[src/rtl/fetch_sequencer.sv]
// rtl/fetch_sequencer.sv - fetch PC owner and single-outstanding IMEM fetch sequencer (optional FETCH_PERF_CNT_EN)
module fetch_sequencer #(
    parameter int                AWIDTH       = 32,
    parameter logic [AWIDTH-1:0] RESET_PC_VAL = 32'h4000_0000
) (
    input  logic              clk,
    input  logic              rst_n,
    input  logic              redir_ex_valid,
    input  logic [AWIDTH-1:0] redir_ex_target,
    input  logic              redir_id_valid,
    input  logic [AWIDTH-1:0] redir_id_target,
    output logic              imem_req_valid,
    input  logic              imem_req_ready,
    output logic [AWIDTH-1:0] imem_addr,
    input  logic              imem_rsp_valid,
    input  logic [31:0]       imem_rsp_data,
    output logic              if_valid,
    input  logic              if_ready,
    output logic [31:0]       if_instr,
    output logic [AWIDTH-1:0] if_pc,
    output logic              flush_out,
    output logic [AWIDTH-1:0] pc_out,
    output logic [31:0]       perf_fetch_cnt,
    output logic [31:0]       perf_redir_cnt
);

    typedef enum logic [1:0] {
        ST_REQ  = 2'd0,
        ST_WAIT = 2'd1,
        ST_HOLD = 2'd2
    } state_t;

    state_t            state_q, state_d;
    logic [AWIDTH-1:0] pc_q, pc_d;
    logic [AWIDTH-1:0] pend_pc_q, pend_pc_d;
    logic              squash_q, squash_d;
    logic              if_valid_q, if_valid_d;
    logic [31:0]       if_instr_q, if_instr_d;
    logic [AWIDTH-1:0] if_pc_q, if_pc_d;

    logic              taken;
    logic [AWIDTH-1:0] redir_pc;
    logic              fetch_fire;

    // EX redirect has priority; targets are always word aligned
    always_comb begin
        taken    = redir_ex_valid | redir_id_valid;
        redir_pc = redir_ex_valid ? redir_ex_target : redir_id_target;
        redir_pc[1:0] = 2'b00;
    end

    // a redirect suppresses the request issued in the same cycle; nothing is requested during reset
    assign imem_req_valid = rst_n & (state_q == ST_REQ) & ~taken;
    assign imem_addr      = pc_q;
    assign pc_out         = pc_q;
    assign flush_out      = rst_n & taken;
    assign if_valid       = if_valid_q;
    assign if_instr       = if_instr_q;
    assign if_pc          = if_pc_q;
    // a held instruction dropped by a redirect is not counted as delivered
    assign fetch_fire     = if_valid_q & if_ready & ~taken;

    // next-state and datapath updates; redirect overrides acceptance and increment
    always_comb begin
        state_d    = state_q;
        pc_d       = pc_q;
        pend_pc_d  = pend_pc_q;
        squash_d   = squash_q;
        if_valid_d = if_valid_q;
        if_instr_d = if_instr_q;
        if_pc_d    = if_pc_q;
        if (taken) begin
            pc_d = redir_pc;
        end
        case (state_q)
            ST_REQ: begin
                if (!taken && imem_req_ready) begin
                    pend_pc_d = pc_q;
                    pc_d      = pc_q + AWIDTH'(4);
                    state_d   = ST_WAIT;
                end
            end
            ST_WAIT: begin
                if (imem_rsp_valid) begin
                    // a response arriving with a redirect is the wrong-path one: drop it
                    if (squash_q || taken) begin
                        squash_d = 1'b0;
                        state_d  = ST_REQ;
                    end else begin
                        if_valid_d = 1'b1;
                        if_instr_d = imem_rsp_data;
                        if_pc_d    = pend_pc_q;
                        state_d    = ST_HOLD;
                    end
                end else if (taken) begin
                    squash_d = 1'b1;
                end
            end
            ST_HOLD: begin
                if (taken || if_ready) begin
                    if_valid_d = 1'b0;
                    state_d    = ST_REQ;
                end
            end
            default: begin
                state_d = ST_REQ;
            end
        endcase
    end

    // state and datapath registers
    always_ff @(posedge clk or negedge rst_n) begin
        if (!rst_n) begin
            state_q    <= ST_REQ;
            pc_q       <= RESET_PC_VAL;
            pend_pc_q  <= '0;
            squash_q   <= 1'b0;
            if_valid_q <= 1'b0;
            if_instr_q <= '0;
            if_pc_q    <= '0;
        end else begin
            state_q    <= state_d;
            pc_q       <= pc_d;
            pend_pc_q  <= pend_pc_d;
            squash_q   <= squash_d;
            if_valid_q <= if_valid_d;
            if_instr_q <= if_instr_d;
            if_pc_q    <= if_pc_d;
        end
    end

`ifdef FETCH_PERF_CNT_EN
    logic [31:0] fetch_cnt_q;
    logic [31:0] redir_cnt_q;

    // wrapping counters of delivered instructions and taken redirects
    always_ff @(posedge clk or negedge rst_n) begin
        if (!rst_n) begin
            fetch_cnt_q <= '0;
            redir_cnt_q <= '0;
        end else begin
            if (fetch_fire) begin
                fetch_cnt_q <= fetch_cnt_q + 32'd1;
            end
            if (taken) begin
                redir_cnt_q <= redir_cnt_q + 32'd1;
            end
        end
    end

    assign perf_fetch_cnt = fetch_cnt_q;
    assign perf_redir_cnt = redir_cnt_q;
`else
    logic unused_fetch_fire;
    assign unused_fetch_fire = fetch_fire;
    assign perf_fetch_cnt    = '0;
    assign perf_redir_cnt    = '0;
`endif

endmodule

[config.mk]
export PLATFORM = sky130hd
export DESIGN_NAME = fetch_sequencer
export DESIGN_NICKNAME = d
export VERILOG_FILES = /design/src/rtl/fetch_sequencer.sv
export SDC_FILE = /design/constraint.sdc
export NUM_CORES = 1
export LEC_CHECK = 0
export ABC_AREA = 1
export CAP_MARGIN = 20
export CELL_PAD_IN_SITES_DETAIL_PLACEMENT = 0
export CELL_PAD_IN_SITES_GLOBAL_PLACEMENT = 2
export CORE_MARGIN = 1.5
export CORE_UTILIZATION = 22
export CTS_CLUSTER_SIZE = 8
export DETAILED_ROUTE_END_ITERATION = 16
export HOLD_SLACK_MARGIN = 0.06
export PLACE_DENSITY = 0.74
export SLEW_MARGIN = 25
export SYNTH_ARGS = -nofsm -noshare
export SYNTH_HDL_FRONTEND = slang
export SYNTH_SLANG_ARGS = --single-unit
[constraint.sdc]
create_clock -name clk -period 1.3 [get_ports clk]
set_input_delay 0.26 -clock clk [delete_from_list [all_inputs] [get_ports clk]]
set_output_delay 0.26 -clock clk [all_outputs]
set_load 0.1 [all_outputs]
==> impl_metrics.yaml, run 1 <==
run_status:
  outcome: "finished, violations left"
  failed_checks: "negative setup slack"
job:
  maxCapViolations: 0
synthesis:
  post_synth_mux_area_share: 0.08351
  synth.area.top_cells: "sky130_fd_sc_hd__dfrtp_1 (46%), sky130_fd_sc_hd__buf_4 (10%), sky130_fd_sc_hd__nand2_1 (8.4%)"
  synth_seq_cells: 132
  netlist.area_leader.share: 0.4596
  number_of_synthesis_warnings: 0
  postSynthCellCount: 804
  adder_cell_share_of_the_synthesized_area: 0.001754
  yosys.area_share.simple: 0.1865
  synth.largest_area_cell: "sky130_fd_sc_hd__dfrtp_1"
  sequential_fraction_of_the_synthesis_area: 0.4633
  synth_compound_area_frac: 0.09596
  yosys.area_share.xor_xnor: 0.004912
  syn-cell-area_sq_mm: 0.007132
  synthDistinctLibCells: 38
  synth.avg_cell_area_sq_um: 8.870
  synth_top_family_by_area: "simple AND/OR/NAND/NOR gates"
placement:
  place_area_sq_mm: 0.01183
  placement.setup.worst_slack_ns: -0.7141
  io_buffer_count: 229
  estimated_wirelength_of_the_detail_placed_design_mm: 19.42
  place_inst: 1484
  routabilityCongestion: 0.7644
worst_setup_path:
  highest_delay_cell_along_the_critical_path: "sky130_fd_sc_hd__dfrtp_1"
  worstSetupEndpointType: "output pin"
  worstPathBufferInverterCount: 3
  criticalPathCategory: "flip-flop to output pin"
  path_cells: "buf_6, nor4_4, buf_4, buf_12"
  cp_max_fo: 2
  crit_required_ns: 1.04
  critical_path_arrival_ns: 1.52
  crit_family: "buffers and inverters"
  max_stage_delay_ns: 0.39
  worstSetupStartpointType: "flip-flop"
global_routing:
  pin_count_of_the_biggest_net_entering_global_routing: 61
  via_count_of_the_first_global_routing_pass: 6639
  number_of_antenna_violations_at_the_first_check_in_global_routing: 0
  overflow_after_grt: 0
  grt_pass1_wl_mm: 40.85
  grt_usage: 0.1634
floorplan:
  row_count: 65
  start_util: 0.2249
  coreArea_sq_mm: 0.03172
  die_area_sq_mm: 0.03351
  design.portCount: 298
  chipWidth_microns: 183.1
  die_h_microns: 183.1
sta:
  finClkSkew_ns: 0.01387
  rsz0062_at_grt: "true"
  max_freq_mhz: 560.9
  finalHoldViolations: 0
  min_period_over_period: 1.371
  worst_hold_slack_ns: 0.3656
  setup_total_negative_slack_ns: -59.27
  report.final.slew_viol_count: 0
  fin_ws_ns: -0.4828
  fin_crit_ns: 1.783
  final_setup_vio_count: 195
cts:
  htree_levels: 4
  clkSlewWorstSetupHoldPaths_ns: 0.06
  clock_tree_from_tritoncts: "done"
  clk-insertion-delay-late_ns: 0.42
  tritoncts_num_sinks: 132
  max-clock-path-buffers: 2
  root_buffer: "sky130_fd_sc_hd__clkbuf_16"
  number_of_clock_buffers_inserted_by_tritoncts: 17
finish:
  net_count_of_the_finished_layout: 1353
  num_antenna_cells: 0
  postLayoutCellArea_sq_mm: 0.01488
  post_route_cells_drive_above_1_share: 0.5372
  area_growth_syn_to_layout_pct: 108.6
  layout.cells.non_filler: 1664
  layout_common_cells: "sky130_fd_sc_hd__buf_12 (158), sky130_fd_sc_hd__buf_4 (153), sky130_fd_sc_hd__nand2_1 (100)"
  fillers: 2951
  finalCoreUtilization: 0.4690
  mostFrequentLayoutCell: "sky130_fd_sc_hd__buf_12"
drt:
  ant_nets: 0
  detail_route.wl_per_cell_microns: 17.26
  route.vias.total: 7024
  wl_mm: 28.73
  initialDrtViolationCount: 270
  drc_errors: 0
  firstDrtPassIters: 4
  vias_per_cell: 4.221
worst_hold_path:
  min_path_type: "primary input to flip-flop"
pwr:
  p_seq_frac: 0.225
  power.internal_mw: 14.55
  share_clk_of_total_power: 0.166
  powerDensity_mw_per_mm2: 1895
  power_mw: 28.20
  ir_worst_vdd_uv: 1193
  swShare: 0.4838
  comb_power_share: 0.609
  power_leakage_nw: 6.971
  power_switching_mw: 13.64
==> power groups by stage <==
stage / Clock (mW) / Sequential (mW) / Combinational (mW)
global route: 4.96 / 6.47 / 17.7
global placement: 0 / 6.38 / 15.2
floorplan: 0 / 12.1 / 3.68
detailed placement: 0 / 6.42 / 15.3
CTS: 4.78 / 6.32 / 16.0
finish: 4.68 / 6.35 / 17.2
==> tightest hold or removal path, stage by stage <==
cell,delay [ns]
sky130_fd_sc_hd__buf_2,0.11
sky130_fd_sc_hd__a21oi_1,0.09
sky130_fd_sc_hd__o21ai_2,0.17
sky130_fd_sc_hd__nand2_1,0.06
sky130_fd_sc_hd__o21ai_1,0.06
==> state kept, by name, indices dropped and copies added, names as in the netlist <==
| signal | flops |
|---|---|
| pend_pc_q | 32 |
| squash_q | 1 |
| if_valid | 1 |
| state_q | 2 |
| imem_addr | 32 |
| if_instr | 32 |
| if_pc | 32 |
==> final cells by class <==
cell class / count / area (sq um) / area share
Sequential cell: 132 / 3435 / 0.2309
Clock buffer: 20 / 456.7 / 0.03070
Multi-Input combinational cell: 535 / 3669 / 0.2466
Tap cell: 402 / 503.0 / 0.03381
Timing Repair Buffer: 493 / 6434 / 0.4325
Inverter: 70 / 275.3 / 0.01850
Clock inverter: 12 / 105.1 / 0.007065
==> cell usage after synthesis (all sizes together) <==
library cell / n
buf: 117
xnor2: 1
o21a: 2
nand4: 6
xor2: 3
a21oi: 19
dfrtp: 131
nand3: 49
ha: 1
nor3: 10
a21boi: 1
mux2: 39
o21ai: 67
nand3b: 4
o21bai: 1
a31oi: 1
nand2: 160
or2: 4
a211oi: 1
o211ai: 28
clkbuf: 13
nor2: 72
mux2i: 1
inv: 70
conb: 1
dfstp: 1
nor4: 1
==> metal layers <==
metal,GRT usage,wire [microns]
met2,0.2569,13560
met5,0,0
met3,0.03693,1820
met1,0.2239,12920
met4,0.04754,429
==> what timing repair did <==
item,4_1_cts,5_1_grt
endpoints found under the setup margin,205,278
resized for setup,123,266
hold buffers,1,0
cloned,12,6
setup buffers,67,82
pin swaps,21,55
endpoints found under the hold margin,40,0
==> logic make-up after synthesis <==
logic type / count (synthesis)
AO/OA/AOI/OAI: 120
XOR/XNOR: 4
adder cells (fa/ha/maj): 1
buffers and inverters: 200
flip-flops: 132
multiplexers: 40
other: 1
AND/OR/NAND/NOR: 306
==> final timing paths <==
kind,startpoint,end,slack (ns),cells past startpoint
max in group asynchronous,rst_n,imem_addr[24],0.09,4
setup reg to reg,state_q[1],imem_addr[19],-0.48,10
setup / recovery,state_q[0],imem_req_valid,-0.48,4
hold reg to reg,pend_pc_q[7],pend_pc_q[7],0.51,2
min in group asynchronous,rst_n,imem_addr[9],0.54,3
hold / removal,redir_id_valid,imem_addr[2],0.37,5
(Power assumes the default switching activity.)
==> run 2, diff against run 1 <==
==> constraint.sdc (replaced) <==
create_clock -name clk -period 1.3 [get_ports clk]
set_input_delay 0.39 -clock clk [delete_from_list [all_inputs] [get_ports clk]]
set_output_delay 0.39 -clock clk [all_outputs]
set_load 0.1 [all_outputs]
==> impl_metrics.yaml, run 2 (synthesized netlist as in run 1, its figures left out) <==
run_status:
  failed_checks: "negative setup slack"
  outcome: "finished, violations left"
worst_setup_path:
  highest_delay_cell_along_the_critical_path: "sky130_fd_sc_hd__dfrtp_1"
  cp_max_fo: 2
  worstSetupStartpointType: "flip-flop"
  ff2ff_setup_slack_ns: -0.55
  worst_setup_path_start: "state_q[0]"
  worstPathBufferInverterCount: 2
  r2r_end: "if_instr[1]"
  critical_path_arrival_ns: 1.46
  worstSetupEndpointType: "output pin"
  path_cells: "buf_6, nor4_4, buf_12"
  worst-r2r-cell-count: 9
  max_stage_delay_ns: 0.39
  worst_r2r_startpoint: "state_q[1]"
  cp.depth: 3
  crit_family: "flip-flops"
  crit_required_ns: 0.91
  criticalPathCategory: "flip-flop to output pin"
  critical_path.endpoint: "imem_req_valid"
drt:
  initialDrtViolationCount: 351
  wl_mm: 27.37
  route.vias.total: 6903
  firstDrtPassIters: 4
  vias_per_cell: 4.158
  drc_errors: 0
  detail_route.wl_per_cell_microns: 16.49
  ant_nets: 0
sta:
  fin_ws_ns: -0.5526
  min_period_over_period: 1.425
  worst_slew_pin_slew_ns: 0.6529
  max_slew_margin: 0.5647
  report.final.slew_viol_count: 0
  final_setup_vio_count: 261
  fin_crit_ns: 1.853
  max_freq_mhz: 539.8
  finClkSkew_ns: 0.007409
  finalHoldViolations: 0
  rsz0062_at_grt: "true"
cts:
  htree_levels: 4
  clk-insertion-delay-late_ns: 0.42
  clkSlewWorstSetupHoldPaths_ns: 0.06
  root_buffer: "sky130_fd_sc_hd__clkbuf_16"
  number_of_clock_buffers_inserted_by_tritoncts: 17
  tritoncts_num_sinks: 132
  clock_tree_from_tritoncts: "done"
  max-clock-path-buffers: 2
floorplan:
  row_count: 65
  chipWidth_microns: 183.1
  die_h_microns: 183.1
  coreArea_sq_mm: 0.03172
  start_util: 0.2249
  die_area_sq_mm: 0.03351
  design.portCount: 298
global_routing:
  pin_count_of_the_biggest_net_entering_global_routing: 108
  number_of_antenna_violations_at_the_first_check_in_global_routing: 0
  grt_pass1_wl_mm: 41.15
  via_count_of_the_first_global_routing_pass: 6979
  overflow_after_grt: 0
  grt_usage: 0.1635
pwr:
  powerDensity_mw_per_mm2: 1941
  power_mw: 28.15
  power_leakage_nw: 6.806
  ir_worst_vdd_uv: 964.6
finish:
  postLayoutCellArea_sq_mm: 0.01450
  num_antenna_cells: 0
  fillers: 2937
  area_growth_syn_to_layout_pct: 103.3
  net_count_of_the_finished_layout: 1350
  mostFrequentLayoutCell: "sky130_fd_sc_hd__buf_4"
  post_route_cells_drive_above_1_share: 0.4730
  layout_common_cells: "sky130_fd_sc_hd__buf_4 (166), sky130_fd_sc_hd__buf_12 (152), sky130_fd_sc_hd__nand2_1 (137)"
placement:
  place_area_sq_mm: 0.01185
  estimated_wirelength_of_the_detail_placed_design_mm: 18.96
  routabilityCongestion: 0.8108
  io_buffer_count: 229
job:
  maxCapViolations: 0
worst_hold_path:
  min_path_type: "primary input to async pin"
run 2: cell types whose count changed in the layout (fill, tap and decap cells not counted), moves of 8 or more:
| cell | before | now |
|---|---|---|
| sky130_fd_sc_hd__nand2_4 | 28 | 7 |
| sky130_fd_sc_hd__nand3_2 | 17 | 5 |
| sky130_fd_sc_hd__buf_4 | 153 | 166 |
| sky130_fd_sc_hd__nand2_1 | 100 | 137 |
| sky130_fd_sc_hd__o21ai_2 | 32 | 6 |
| sky130_fd_sc_hd__buf_16 | 3 | 11 |
| sky130_fd_sc_hd__buf_6 | 58 | 48 |
| sky130_fd_sc_hd__nand3_1 | 28 | 39 |
| sky130_fd_sc_hd__o21ai_0 | 8 | 22 |
| sky130_fd_sc_hd__o21ai_1 | 27 | 39 |
| sky130_fd_sc_hd__nand2_2 | 31 | 14 |
run 2: worst min-delay path by stage:
stage	cells after the start	startpoint	end
final	3	rst_n	if_instr[30]
after global routing	3	rst_n	if_pc[1]
after CTS	3	rst_n	if_instr[30]
after detailed placement	2	pend_pc_q[6]	pend_pc_q[6]
after global placement	2	pend_pc_q[0]	pend_pc_q[0]
after floorplan	0	rst_n	if_instr[0]
run 2: layer usage:
metal,global-route usage,share of wire,vias to the layer above
li1,-,-,3349
met1,0.2087,0.44,3298
met5,0,0,-
met3,0.03773,0.056,24
met2,0.2763,0.49,232
met4,0.04459,0.014,0
run 2: layout make-up:
cell class	instances	area, sq um	area share
clock inverter	14	176.4	0.01217
clock buffer	17	425.4	0.02934
multi-input combinational	536	3336	0.2300
inverter	70	267.8	0.01847
tap	402	503.0	0.03469
timing repair buffer	489	6366	0.4390
sequential	132	3426	0.2363
run 2: report_power, final:
| part | leakage [nW] | total, mW | internal, mW | switching [mW] |
|---|---|---|---|---|
| registers | 1.61 | 6.27 | 5.27 | 1.00 |
| clock network | 0.291 | 5.08 | 3.04 | 2.04 |
| logic | 4.90 | 16.8 | 6.42 | 10.4 |
| total | 6.81 | 28.1 | 14.7 | 13.4 |
run 2: repair_timing:
| action | CTS | global route |
|---|---|---|
| setup buffers | 98 | 30 |
| gates resized for setup | 175 | 57 |
| cloned | 14 | 1 |
| endpoints found under the hold margin | 0 | 0 |
| pin swaps | 31 | 17 |
| endpoints found under the setup margin | 260 | 261 |
| hold buffers | 0 | 0 |
run 2: worst min-delay path, stage by stage:
cell and delay, ns:
sky130_fd_sc_hd__buf_6 0.08, sky130_fd_sc_hd__buf_4 0.11, sky130_fd_sc_hd__buf_4 0.32
run 2: per-stage QoR:
stage / util / hold slack, ns / TNS [ns] / instances / setup slack [ns]
CTS: 0.4457 / 0.06936 / -79.20 / 1630 / -0.5855
global placement: 0.3737 / 0.4687 / -92.36 / 1490 / -0.8639
finish: 0.4572 / 0.07747 / -79.47 / 1660 / -0.5526
detailed placement: 0.3737 / 0.4766 / -96.22 / 1490 / -0.8980
floorplan: - / 0.09441 / -9.582 / 867 / -0.8776
global route: 0.4572 / 0.09806 / -93.97 / 1660 / -0.6182
